--- src/rtl/snake_body_engine.sv ---
// Snake body/length/direction state machine; each game tick runs a serial self-collision scan.
// Build option: define SNAKE_WRAP_EN to wrap the head around grid edges instead of dying at the wall.
module snake_body_engine #(
  parameter int COORD_W  = 4,
  parameter int MAX_LEN  = 16,
  parameter int INIT_LEN = 3
) (
  input  logic                           board_clk,
  input  logic                           reset,
  input  logic                           start,
  input  logic                           step,
  input  logic                           dir_valid,
  input  logic [1:0]                     dir_req,
  input  logic [2*COORD_W-1:0]           food_loc,
  output logic [MAX_LEN*2*COORD_W-1:0]   locations_flat,
  output logic [$clog2(MAX_LEN+1)-1:0]   length,
  output logic                           ate,
  output logic                           dead,
  output logic                           won,
  output logic                           busy,
  output logic                           overrun
);

  localparam int SEG_W = 2*COORD_W;
  localparam int LEN_W = $clog2(MAX_LEN+1);

  localparam logic [2:0] S_IDLE   = 3'd0;
  localparam logic [2:0] S_ARMED  = 3'd1;
  localparam logic [2:0] S_SCAN   = 3'd2;
  localparam logic [2:0] S_COMMIT = 3'd3;
  localparam logic [2:0] S_DEAD   = 3'd4;
  localparam logic [2:0] S_WON    = 3'd5;

  localparam logic [1:0] DIR_UP    = 2'b00;
  localparam logic [1:0] DIR_DOWN  = 2'b01;
  localparam logic [1:0] DIR_LEFT  = 2'b10;
  localparam logic [1:0] DIR_RIGHT = 2'b11;

  localparam logic [COORD_W-1:0] C_ONE   = 1;
  localparam logic [COORD_W-1:0] C_MAX   = '1;
  localparam logic [LEN_W-1:0]   LEN_ONE = 1;

  function automatic logic [SEG_W-1:0] init_seg(input int i);
    logic [COORD_W-1:0] x;
    x = '0;
    if (i < INIT_LEN) x = COORD_W'(INIT_LEN - 1 - i);
    return {x, {COORD_W{1'b0}}};
  endfunction

  logic [2:0]         state_q, state_d;
  logic [SEG_W-1:0]   seg_q [MAX_LEN];
  logic [SEG_W-1:0]   seg_d [MAX_LEN];
  logic [LEN_W-1:0]   length_q, length_d, idx_q, idx_d, limit_q, limit_d;
  logic [1:0]         dir_q, dir_d, pend_q, pend_d;
  logic [SEG_W-1:0]   next_head_q, next_head_d;
  logic               eat_q, eat_d, wall_q, wall_d, hit_q, hit_d;
  logic               ate_q, ate_d, dead_q, dead_d, won_q, won_d;
  logic               busy_q, busy_d, overrun_q, overrun_d;

  logic [1:0]         move_dir;
  logic [COORD_W-1:0] head_x, head_y, step_x, step_y;
  logic               step_wall, step_eat;
  logic [SEG_W-1:0]   step_head, scan_seg;
  logic [LEN_W-1:0]   length_inc;

  // A same-cycle direction request counts before the step; exact reversals are dropped.
  always_comb begin
    move_dir = pend_q;
    if (dir_valid && ((dir_req ^ dir_q) != 2'b01)) move_dir = dir_req;
    head_x = seg_q[0][SEG_W-1:COORD_W];
    head_y = seg_q[0][COORD_W-1:0];
    step_x = head_x;
    step_y = head_y;
    step_wall = 1'b0;
    case (move_dir)
      DIR_UP:   begin step_y = head_y - C_ONE; step_wall = (head_y == '0);    end
      DIR_DOWN: begin step_y = head_y + C_ONE; step_wall = (head_y == C_MAX); end
      DIR_LEFT: begin step_x = head_x - C_ONE; step_wall = (head_x == '0);    end
      default:  begin step_x = head_x + C_ONE; step_wall = (head_x == C_MAX); end
    endcase
`ifdef SNAKE_WRAP_EN
    step_wall = 1'b0;
`endif
    step_head  = {step_x, step_y};
    step_eat   = (step_head == food_loc);
    length_inc = length_q + LEN_ONE;
  end

  always_comb begin
    scan_seg = '0;
    for (int i = 0; i < MAX_LEN; i++)
      if (idx_q == LEN_W'(i)) scan_seg = seg_q[i];
  end

  // The tail slot is only scanned when eating, since otherwise it vacates on this move.
  always_comb begin
    state_d     = state_q;
    seg_d       = seg_q;
    length_d    = length_q;
    dir_d       = dir_q;
    pend_d      = move_dir;
    next_head_d = next_head_q;
    eat_d       = eat_q;
    wall_d      = wall_q;
    hit_d       = hit_q;
    idx_d       = idx_q;
    limit_d     = limit_q;
    ate_d       = 1'b0;
    dead_d      = dead_q;
    won_d       = won_q;
    overrun_d   = overrun_q;

    case (state_q)
      S_ARMED: begin
        if (step) begin
          dir_d       = move_dir;
          next_head_d = step_head;
          eat_d       = step_eat;
          wall_d      = step_wall;
          hit_d       = 1'b0;
          idx_d       = '0;
          limit_d     = step_eat ? length_q : length_q - LEN_ONE;
          state_d     = S_SCAN;
        end
      end
      S_SCAN: begin
        if (step) overrun_d = 1'b1;
        if (idx_q == limit_q) begin
          state_d = S_COMMIT;
        end else begin
          if (scan_seg == next_head_q) hit_d = 1'b1;
          idx_d = idx_q + LEN_ONE;
        end
      end
      S_COMMIT: begin
        if (step) overrun_d = 1'b1;
        if (hit_q || wall_q) begin
          dead_d  = 1'b1;
          state_d = S_DEAD;
        end else begin
          for (int i = MAX_LEN-1; i > 0; i--) seg_d[i] = seg_q[i-1];
          seg_d[0] = next_head_q;
          state_d  = S_ARMED;
          if (eat_q) begin
            length_d = length_inc;
            ate_d    = 1'b1;
            if (length_inc == LEN_W'(MAX_LEN)) begin
              won_d   = 1'b1;
              state_d = S_WON;
            end
          end
        end
      end
      default: ;
    endcase

    if (start) begin
      state_d   = S_ARMED;
      for (int i = 0; i < MAX_LEN; i++) seg_d[i] = init_seg(i);
      length_d  = LEN_W'(INIT_LEN);
      dir_d     = DIR_RIGHT;
      pend_d    = DIR_RIGHT;
      idx_d     = '0;
      hit_d     = 1'b0;
      ate_d     = 1'b0;
      dead_d    = 1'b0;
      won_d     = 1'b0;
      overrun_d = 1'b0;
    end

    busy_d = (state_d == S_SCAN) || (state_d == S_COMMIT);
  end

  always_ff @(posedge board_clk) begin
    if (reset) begin
      state_q     <= S_IDLE;
      for (int i = 0; i < MAX_LEN; i++) seg_q[i] <= init_seg(i);
      length_q    <= LEN_W'(INIT_LEN);
      dir_q       <= DIR_RIGHT;
      pend_q      <= DIR_RIGHT;
      next_head_q <= '0;
      eat_q       <= 1'b0;
      wall_q      <= 1'b0;
      hit_q       <= 1'b0;
      idx_q       <= '0;
      limit_q     <= '0;
      ate_q       <= 1'b0;
      dead_q      <= 1'b0;
      won_q       <= 1'b0;
      busy_q      <= 1'b0;
      overrun_q   <= 1'b0;
    end else begin
      state_q     <= state_d;
      for (int i = 0; i < MAX_LEN; i++) seg_q[i] <= seg_d[i];
      length_q    <= length_d;
      dir_q       <= dir_d;
      pend_q      <= pend_d;
      next_head_q <= next_head_d;
      eat_q       <= eat_d;
      wall_q      <= wall_d;
      hit_q       <= hit_d;
      idx_q       <= idx_d;
      limit_q     <= limit_d;
      ate_q       <= ate_d;
      dead_q      <= dead_d;
      won_q       <= won_d;
      busy_q      <= busy_d;
      overrun_q   <= overrun_d;
    end
  end

  for (genvar g = 0; g < MAX_LEN; g++) begin : g_flat
    assign locations_flat[g*SEG_W +: SEG_W] = seg_q[g];
  end

  assign length  = length_q;
  assign ate     = ate_q;
  assign dead    = dead_q;
  assign won     = won_q;
  assign busy    = busy_q;
  assign overrun = overrun_q;

endmodule
--- config.mk ---
export PLATFORM = sky130hd
export DESIGN_NAME = snake_body_engine
export DESIGN_NICKNAME = d
export VERILOG_FILES = /design/src/rtl/snake_body_engine.sv
export SDC_FILE = /design/constraint.sdc
export NUM_CORES = 1
export LEC_CHECK = 0
export ABC_CLOCK_PERIOD_IN_PS = 4790
export CAP_MARGIN = 20
export CORE_MARGIN = 3
export CORE_UTILIZATION = 27
export CTS_CLUSTER_SIZE = 10
export DETAILED_ROUTE_END_ITERATION = 10
export GPL_ROUTABILITY_DRIVEN = 0
export GPL_TIMING_DRIVEN = 0
export HOLD_SLACK_MARGIN = 0.15
export PLACE_DENSITY = 0.51
export SYNTH_ARGS = -nofsm -noshare
export SYNTH_HDL_FRONTEND = slang
export SYNTH_SLANG_ARGS = --single-unit
--- constraint.sdc ---
create_clock -name board_clk -period 4.79 [get_ports board_clk]
set_input_delay 0.958 -clock board_clk [delete_from_list [all_inputs] [get_ports board_clk]]
set_output_delay 0.958 -clock board_clk [all_outputs]
set_load 0.01 [all_outputs]
# Yosys cells after proc, flatten, opt, wreduce, memory -nomap -nowiden
# Cells that the tools add are included.
[totals]
register_bits = 166
in_bits = 15
[classes]
muxes = 36
bitwise_logic = 3
n_eq_ne = 32
n_addsub = 7
reduce_logical = 20
[op_table]
columns = ["op", "n"]
rows = [
  ["$mux 8", 16],
  ["$eq 5x4->1 const B", 8],
  ["$eq 5x3->1 const B", 4],
  ["$mux 3", 6],
  ["$eq 8x8->1", 2],
  ["$pmux 4 s2", 2],
  ["$mux 5", 3],
  ["$eq 3x2->1 const B", 4],
  ["$add 5x1->5 const B", 2],
  ["$eq 5x2->1 const B", 2],
  ["$pmux 5 s2", 1],
  ["$pmux 3 s3", 1],
  ["$add 4x1->4 const B", 2],
  ["$eq 4x4->1 const B", 2],
  ["$logic_not 4->1", 2],
  ["$reduce_and 2->1", 4],
  ["$reduce_and 4->1", 2],
  ["$sub 4x1->4 const B", 2],
  ["$ne 2x2->1 const B", 3],
  ["$reduce_and 3->1", 2],
  ["$reduce_or 2->1", 3],
  ["$eq 5x1->1 const B", 1],
  ["$eq 5x5->1", 1],
  ["$eq 5x5->1 const B", 1],
  ["17 further kinds", 22],
]

# Longest topological paths before layout
# Gate-level depths: netlist of run 1.
[depth]
depth_word = 21
depth_mapped = 16
mapped_depth_nobuf = 15

# Worst setup path after synthesis of run 1
# OpenSTA, ideal clock, no wires.
[synth_path]
kind = "input to register"
from = "input port dir_req[0]"
to = "register limit_q[2]"
setup_ns = 0.086
required_time_ns = 4.704
t_arrival_ns = 4.101
path_stages = 14
slack_ns = 0.604
path_cell_list = "xnor2_1 -> a2bb2oi_2 -> o21ai_4 -> clkbuf_1 -> o21ai_0 -> fa_1 -> xnor2_1 -> o211ai_1 -> a2111oi_0 -> mux2i_1 -> nor4b_4 -> nor2b_1 -> xnor2_1 -> a211oi_1"
[synth_via]
elab_chain_len = 9
word_cells_on_any_way = 12
classes_between = "4 x eq/ne; 4 x mux; 1 x bitwise; 3 x reduce/logical"
[synth_lines]
columns = ["element", "line", "rtl"]
rows = [
  ["start, declared", "13", "input logic [1:0] dir_req,"],
  ["$xor 2x2->2", "69", "if (dir_valid && ((dir_req ^ dir_q) != 2'b01)) move_dir = dir_req;"],
  ["$ne 2x1->1", "69", ""],
  ["$logic_and 1x1->1", "69", ""],
  ["$mux 2 *", "69", ""],
  ["$eq 2x1->1 or $logic_not 2->1 (tied branches)", "75", "case (move_dir)"],
  ["$reduce_or 2->1 (no line)", "-", ""],
  ["$pmux 4 s2", "75", ""],
  ["$eq 8x8->1 *", "85", "step_eat = (step_head == food_loc);"],
  ["$mux 5 *", "122", "limit_d = step_eat ? length_q : length_q - LEN_ONE;"],
  ["end signal, assigned", "203", "limit_q <= limit_d;"],
  ["end, declared", "53", "logic [LEN_W-1:0] length_q, length_d, idx_q, idx_d, limit_q, limit_d;"],
]
# Every way passes the cells marked *; elsewhere a longest branch is shown, timed or not.
# A chain may end at the register's enable or synchronous reset.

# Worst setup path in the final report of run 1
[layout_path]
from = "input port dir_req[0]"
to = "register limit_q[4]"
# The elaborated chain is that of the path after synthesis.

==> results.md, run 1 <==
- Status: complete, no violations
- HP Class: flop to flop
- Multi-input gate area: ~4600 um^2
- CP Capture Type: flop
- Syn-to-layout area delta: 31.9%
- TritonCTS Sinks: about 170
- Compound-Gate Fraction of Synth Area: 21.5%
- Register area: ~3300 um^2
- Number of vias per cell: around 5.1
- Initial DRC Count: 666
- Die Area: 33200 um^2
- Main combinational cell family by area after synthesis: simple AND/OR/NAND/NOR gates
- Met2 usage: 28.8%
- Slew @ Worst Pin: 0.845 ns
- Period Utilization, post-route: around 90%
- Lkg Pwr: 0.00364 uW
- I/O pins: approximately 150
- RSZ-0062 raised after global routing: no
- Most frequent cells in the layout: 318 x nand2_1, 168 x a21oi_1, 166 x dfxtp_1
- CTS tree: built
- Core Rows: 63
- Sw Share: 24.4%
- Fin crit period: 4.39 ns
- Nets: 1324
- Comb pwr share: 4.7%
- Total gr overflow: 0
- Cell taking the most area after synthesis: dfxtp_1
- Adder-cell area share of the yosys netlist: 2.27%
- Reg clk slew, reported paths: 0.07 ns
- Max_cap viols: 0
- Worst slew margin: 43.7%
- DRC Markers: 0
- Share of cells above drive strength 1: around 4.7%
- Largest net degree at the start of global routing: 17
- Antenna-violating nets left: 0
- GRT Total Usage: 18.6%
- Syn Nets: 1151
- Main flop type after synthesis: dfxtp_1
- Critical path fanouts, max: 10
- Mux share of post-synthesis cell area: around 1.3%
- Slew Limit Fails: 0
- Clock Latency Late Sink: 0.44 ns
- Design area: around 11000 um^2
- Via count: 8707
- Register area share after synthesis: about two fifths
- Async SR Flop Fraction: 0%
- Port Buffers: 151
- Clock skew: 0.0143 ns
- Met3 GRT Util: under 10%
- Critical path class: primary input to flop
- Synth Area in XOR/XNOR: approximately 4.4%
- Mapped Avg Cell Area: 7.47 um^2
- Sequential power share: 45.0%
- Synth top area cells: dfxtp_1 40%, nand2_1 14%, a21oi_1 10%, clkbuf_1 3.5%, xnor2_1 2.3%
- CTS Buf Count: 17
- Setup crit start kind: primary input
- Simple-Gate Fraction of Synth Area: 25.1%
- Final WL: 31800 um
- Int Power: 2340 uW
- Clk network pwr share: roughly half
- Reg2reg setup slack: approximately 1.1 ns
- Root Buffer: clkbuf_16
- P_sw: 756 uW
- Syn. warnings: 0
- Placed cell area: 10400 um^2
- Leading cell type in the layout, fill and taps excluded: nand2_1
- Post-synth EDFFs: 0
- Synthesized cell area: about 8400 um^2
- Maximum vdd ir drop: 0.000227 V
- Worst Path Required: 5.09 ns
- Core area: 30100 um^2
- Hpwl dp: 23600 um
- Met1 global-route usage: between 20% and 30%
- # diodes: 0
- Vias in the first global route: ~8200
- Setup TNS: 0 ns
- Share of the synthesized area in the top cell type: 39.7%
- Most used routing layer: met2
- Starting density of the core: 27.8%
- Die height: 182 um
- Max frequency: 228 MHz
- Final setup fails: 0
- Cell count after synthesis: 1122
- Synthesis-stage register bit count: between 150 and 200
- CP arrival: roughly 4.7 ns
- DIE WIDTH: 182 um
- Antenna violations before repair: 0
- Fill count: approximately 3200
- PD cells: 281 nW/um^2
- Post-synth cell types: between 70 and 80
- Hold Violations, Final: 0
- First-pass GRT wire length: a little under 50000 um
- Routed len/inst: 18.7 um
- Layout Utilization: 36.7%
- Number of detailed-route iterations in the first pass: 7
- Max Root-Sink Buffers: 2
- CTS H-tree lvls: 4
## power groups by stage
stage / registers, uW / clock network, uW / logic, uW
2_1_floorplan: 1420 / 0 / 96.9
3_3_place_gp: 1430 / 0 / 144
3_5_place_dp: 1430 / 0 / 145
4_1_cts: 1390 / 1580 / 146
5_1_grt: 1390 / 1620 / 161
6_report: 1390 / 1560 / 146
## registers in the layout (all words and copies together) (netlist names)
signal and flops:
idx_q 5, busy 1, limit_q 5, pend_q 2, dead 1, length 5, dir_q 2, ate 1
hit_q 1, locations_flat 128, overrun 1, state_q 3, won 1, next_head_q 8, eat_q 1, wall_q 1
## final timing paths
kind,depth (start not counted),from,to
max,17,dir_req[0],limit_q[4]
min,2,dead,dead
max reg2reg,16,dir_q[0],limit_q[4]
min reg2reg,2,dead,dead
## worst max-delay path, cell delays in order
cell	delay [ns]
clkdlybuf4s50_1	0.46
xnor2_1	0.17
a2bb2oi_2	0.16
o21ai_4	0.30
buf_2	0.28
o21ai_0	0.24
fa_1	0.60
xnor2_1	0.13
o211ai_1	0.09
a2111oi_0	0.30
mux2i_1	0.19
nor4b_4	0.22
buf_4	0.19
buf_4	0.12
nor3_1	0.04
o21ai_1	0.14
a21oi_1	0.08
## repair_timing
| action | CTS | global route |
|---|---|---|
| cloned | 0 | 0 |
| resized for setup | 0 | 3 |
| pin swaps | 1 | 0 |
| setup endpoints to repair | 3 | 6 |
| setup buffers | 3 | 0 |
| hold buffers | 0 | 0 |
## layer usage
metal,up-vias,wire length (um)
li1,4228,-
met1,4179,15300
met2,272,14200
met3,28,1810
met4,0,492
met5,-,0
## cell families after synthesis
logic type / after synthesis
flops: 166
simple gates: 469
compound gates: 301
buf+inv: 121
fa+ha+maj: 14
mux: 10
xor+xnor: 41
## layout make-up
class	instances	area share, %
timing repair buffer	154	13.9
clock buffer	18	3.97
clock inverter	14	1.89
multi-input combinational	835	41.5
tap	390	4.42
inverter	26	0.883
buffer	95	3.43
sequential	166	30.1
## synthesized netlist by cell type, drive strengths merged, types with 3 or more instances
cell / instances
nand2: 318
a21oi: 168
dfxtp: 166
clkbuf: 79
nor2: 47
o21ai: 33
inv: 25
xnor2: 22
xor2: 18
buf: 16
o211ai: 14
nand3: 13
a211oi: 12
ha: 12
nor3: 12
a221oi: 11
a31oi: 11
o22ai: 10
nand4: 9
nand3b: 8
nor2b: 8
nor4: 8
a21o: 7
mux2i: 7
nand2b: 7
and3: 5
nand4b: 4
nand4bb: 4
nor3b: 4
o31ai: 4
or2: 4
and2: 3
and4b: 3
mux2: 3
nor4bb: 3
o21a: 3
o31a: 3
## through the flow
stage	std cells	hold WS, ns	setup WS (ns)	total power, uW
after CTS	1698	0.472	0.151	3110
final	1698	0.467	0.403	3100
after global routing	1698	0.495	0.00451	3180
after floorplan	1122	0.432	0.604	1520
after detailed placement	1663	0.459	-0.552	1570
after global placement	1663	0.452	-0.471	1570
No activity file was read; power rests on OpenSTA's default activity.
==> run 2: changes to the inputs <==
--- a/config.mk
+++ b/config.mk
@@ -7,14 +7,16 @@
 export LEC_CHECK = 0
 export ABC_CLOCK_PERIOD_IN_PS = 4790
 export CAP_MARGIN = 20
-export CORE_MARGIN = 3
+export CELL_PAD_IN_SITES_DETAIL_PLACEMENT = 1
+export CELL_PAD_IN_SITES_GLOBAL_PLACEMENT = 1
+export CORE_MARGIN = 4
 export CORE_UTILIZATION = 27
 export CTS_CLUSTER_SIZE = 10
 export DETAILED_ROUTE_END_ITERATION = 10
 export GPL_ROUTABILITY_DRIVEN = 0
 export GPL_TIMING_DRIVEN = 0
 export HOLD_SLACK_MARGIN = 0.15
-export PLACE_DENSITY = 0.51
+export PLACE_DENSITY = 0.64
 export SYNTH_ARGS = -nofsm -noshare
 export SYNTH_HDL_FRONTEND = slang
 export SYNTH_SLANG_ARGS = --single-unit
==> results.md, run 2 (synthesis gave the netlist of run 1 again) <==
- Hold Violations, Final: 0 (unchanged)
- Max Root-Sink Buffers: 2 (unchanged)
- Core Rows: 64 (+1.6%)
- Multi-input gate area: 4580 um^2 (unchanged)
- DRC Markers: 0 (unchanged)
- Most used routing layer: met2
- CP arrival: 4.75 ns (+0.06 ns)
- Register area: 3320 um^2 (unchanged)
- Syn-to-layout area delta: 31.3%
- Total gr overflow: 0 (unchanged)
- Lkg Pwr: 0.00361 uW (-0.74%)
- CTS H-tree lvls: 4 (unchanged)
- First-pass GRT wire length: 52500 um (+7.7%)
- Number of vias per cell: 5.18 (+0.95%)
- Setup crit start kind: primary input
- Max_cap viols: 0 (unchanged)
- Number of detailed-route iterations in the first pass: 5 (-2)
- Antenna violations before repair: 0 (unchanged)
- CP Capture Type: flop
- Most frequent cells in the layout: 318 x nand2_1, 168 x a21oi_1, 166 x dfxtp_1
- Maximum vdd ir drop: 0.000243 V (+7.4%)
- Antenna-violating nets left: 0 (unchanged)
- Setup TNS: 0 ns (unchanged)
- GRT Total Usage: 19.7% (+1.1 points)
- Dpl cells: 1669 (+0.36%)
- DIE WIDTH: 184 um (+1.1%)
- RSZ-0062 raised after global routing: no
- CTS tree: built
- Largest register FFs: 128 (unchanged)
- Initial DRC Count: 513 (-23%)
- Met2 usage: 32.1% (+3.4 points)
- Hpwl dp: 25700 um (+9.0%)
- HP Class: flop to flop
- Via count: 8821 (+1.3%)
- Vias in the first global route: 8935 (+9.2%)
- Clock Latency Late Sink: 0.44 ns (about the same)
- Worst Path Required: 5.10 ns (about the same)
- Met3 GRT Util: 3.81% (+0.28 points)
- Met1 global-route usage: 27.1% (+0.54 points)
- Cell Count, Final, Fillers Out: 1704 (+0.35%)
- Port Buffers: 151 (unchanged)
- Root Buffer: clkbuf_16
- Clock skew: 0.0117 ns (-0.00265 ns)
- Leading cell type in the layout, fill and taps excluded: nand2_1
- Die height: 184 um (+1.1%)
- Starting density of the core: 27.4% (-0.43 points)
- Slew @ Worst Pin: 0.881 ns (+0.0367 ns)
- Final setup fails: 0 (unchanged)
- Min Hold Slack: 0.475 ns (+0.00777 ns)
- Share of cells above drive strength 1: 4.66% (-0.076 points)
- Setup WS pre-CTS: -0.566 ns (-0.0146 ns)
- I/O pins: 153 (unchanged)
- Hold Buf Count CTS: 0 (unchanged)
- Final WL: 33800 um (+6.2%)
- Die Area: 33900 um^2 (+2.2%)
- Reg clk slew, reported paths: 0.07 ns (about the same)
- Worst slew margin: 41.2% (-2.4 points)
- Core area: 30600 um^2 (+1.6%)
- Status: complete, no violations
- Largest net degree at the start of global routing: 17 (unchanged)
- Fin crit period: 4.44 ns (+0.0530 ns)
- Max frequency: 225 MHz (-1.2%)
- Routed len/inst: 19.8 um (+5.9%)
- Fill count: 3784 (+18%)
- CTS Buf Count: 17 (unchanged)
- TritonCTS Sinks: 166 (unchanged)
- Critical path fanouts, max: 7 (-3)
- # diodes: 0 (unchanged)
- Total power: 2970 uW (-4.0%)
- Slew Limit Fails: 0 (unchanged)
- Nets: 1324 (unchanged)
- Final WS setup: 0.350 ns (-0.0530 ns)
- Period Utilization, post-route: 92.7% (+1.1 points)
- Critical path class: primary input to flop
- Reg2reg setup slack: 0.95 ns (-0.10 ns)
- PD cells: 270 nW/um^2 (-3.6%)
## run 2: cell types whose count changed in the layout (fill, tap and decap cells not counted)
cell,delta
buf_2,-1
clkinv_2,+1
bufinv_16,-2
clkbuf_2,+1
clkbuf_1,+1
inv_6,-1
clkbuf_8,-1
clkinv_4,+2
## run 2: through the flow
stage	utilization (%)	area (um^2)
2_1_floorplan	-	8380
3_3_place_gp	34.0	10400
3_5_place_dp	34.0	10400
4_1_cts	36.0	11000
5_1_grt	36.0	11000
6_report	36.0	11000
## run 2: report_power, final
group / switching, uW / internal, uW
Combinational: 93.9 / 53.1
Sequential: 7.34 / 1390
Clock: 651 / 783
## run 2: final cells by class
| cell class | count | share of cell area [%] |
|---|---|---|
| multi-input cells | 835 | 41.6 |
| plain buffers | 95 | 3.45 |
| well taps | 396 | 4.50 |
| clock inverters | 14 | 1.48 |
| inverters | 26 | 0.887 |
| repair buffers | 154 | 13.9 |
| flip-flops and latches | 166 | 30.2 |
| clock buffers | 18 | 3.90 |
## run 2: worst max-delay path: stages
cell	delay, ns
clkdlybuf4s50_1	0.56
mux2_2	0.37
o21a_1	0.14
nor2_1	0.39
nand2b_1	0.15
inv_1	0.12
ha_1	0.24
a21o_1	0.18
a21oi_1	0.22
nor3_1	0.09
nor3b_2	0.25
xnor3_1	0.26
nor4b_4	0.14
buf_4	0.18
buf_4	0.14
o21a_1	0.16
o21ai_1	0.13
a21oi_1	0.07
## run 2: worst paths after layout
kind                            startpoint          to  depth (start not counted)
worst max-delay path             dir_valid  limit_q[4]                         18
worst min-delay path               overrun     overrun                          2
worst max register to register    idx_q[0]       hit_q                         14
worst min register to register     overrun     overrun                          2
## run 2: layer usage
metal,vias up,part of all wire (%),wire [um]
li1,4225,-,-
met1,4363,47,15900
met2,209,46,15700
met3,24,5.2,1740
met4,0,1.4,460
met5,-,0,0
## run 2: repair_timing
item / in CTS / in global routing
pin swaps: 1 / 0
setup buffers: 3 / 0
setup endpoints to repair: 3 / 5
resized for setup: 0 / 2
==> run 3: changes to the inputs <==
--- a/config.mk
+++ b/config.mk
@@ -15,7 +15,7 @@
 export DETAILED_ROUTE_END_ITERATION = 10
 export GPL_ROUTABILITY_DRIVEN = 0
 export GPL_TIMING_DRIVEN = 0
-export HOLD_SLACK_MARGIN = 0.15
+export HOLD_SLACK_MARGIN = 0.12
 export PLACE_DENSITY = 0.64
 export SYNTH_ARGS = -nofsm -noshare
 export SYNTH_HDL_FRONTEND = slang
==> results of run 3 <==
Same layout as run 2: the final DEF is identical, and so are final timing and power.
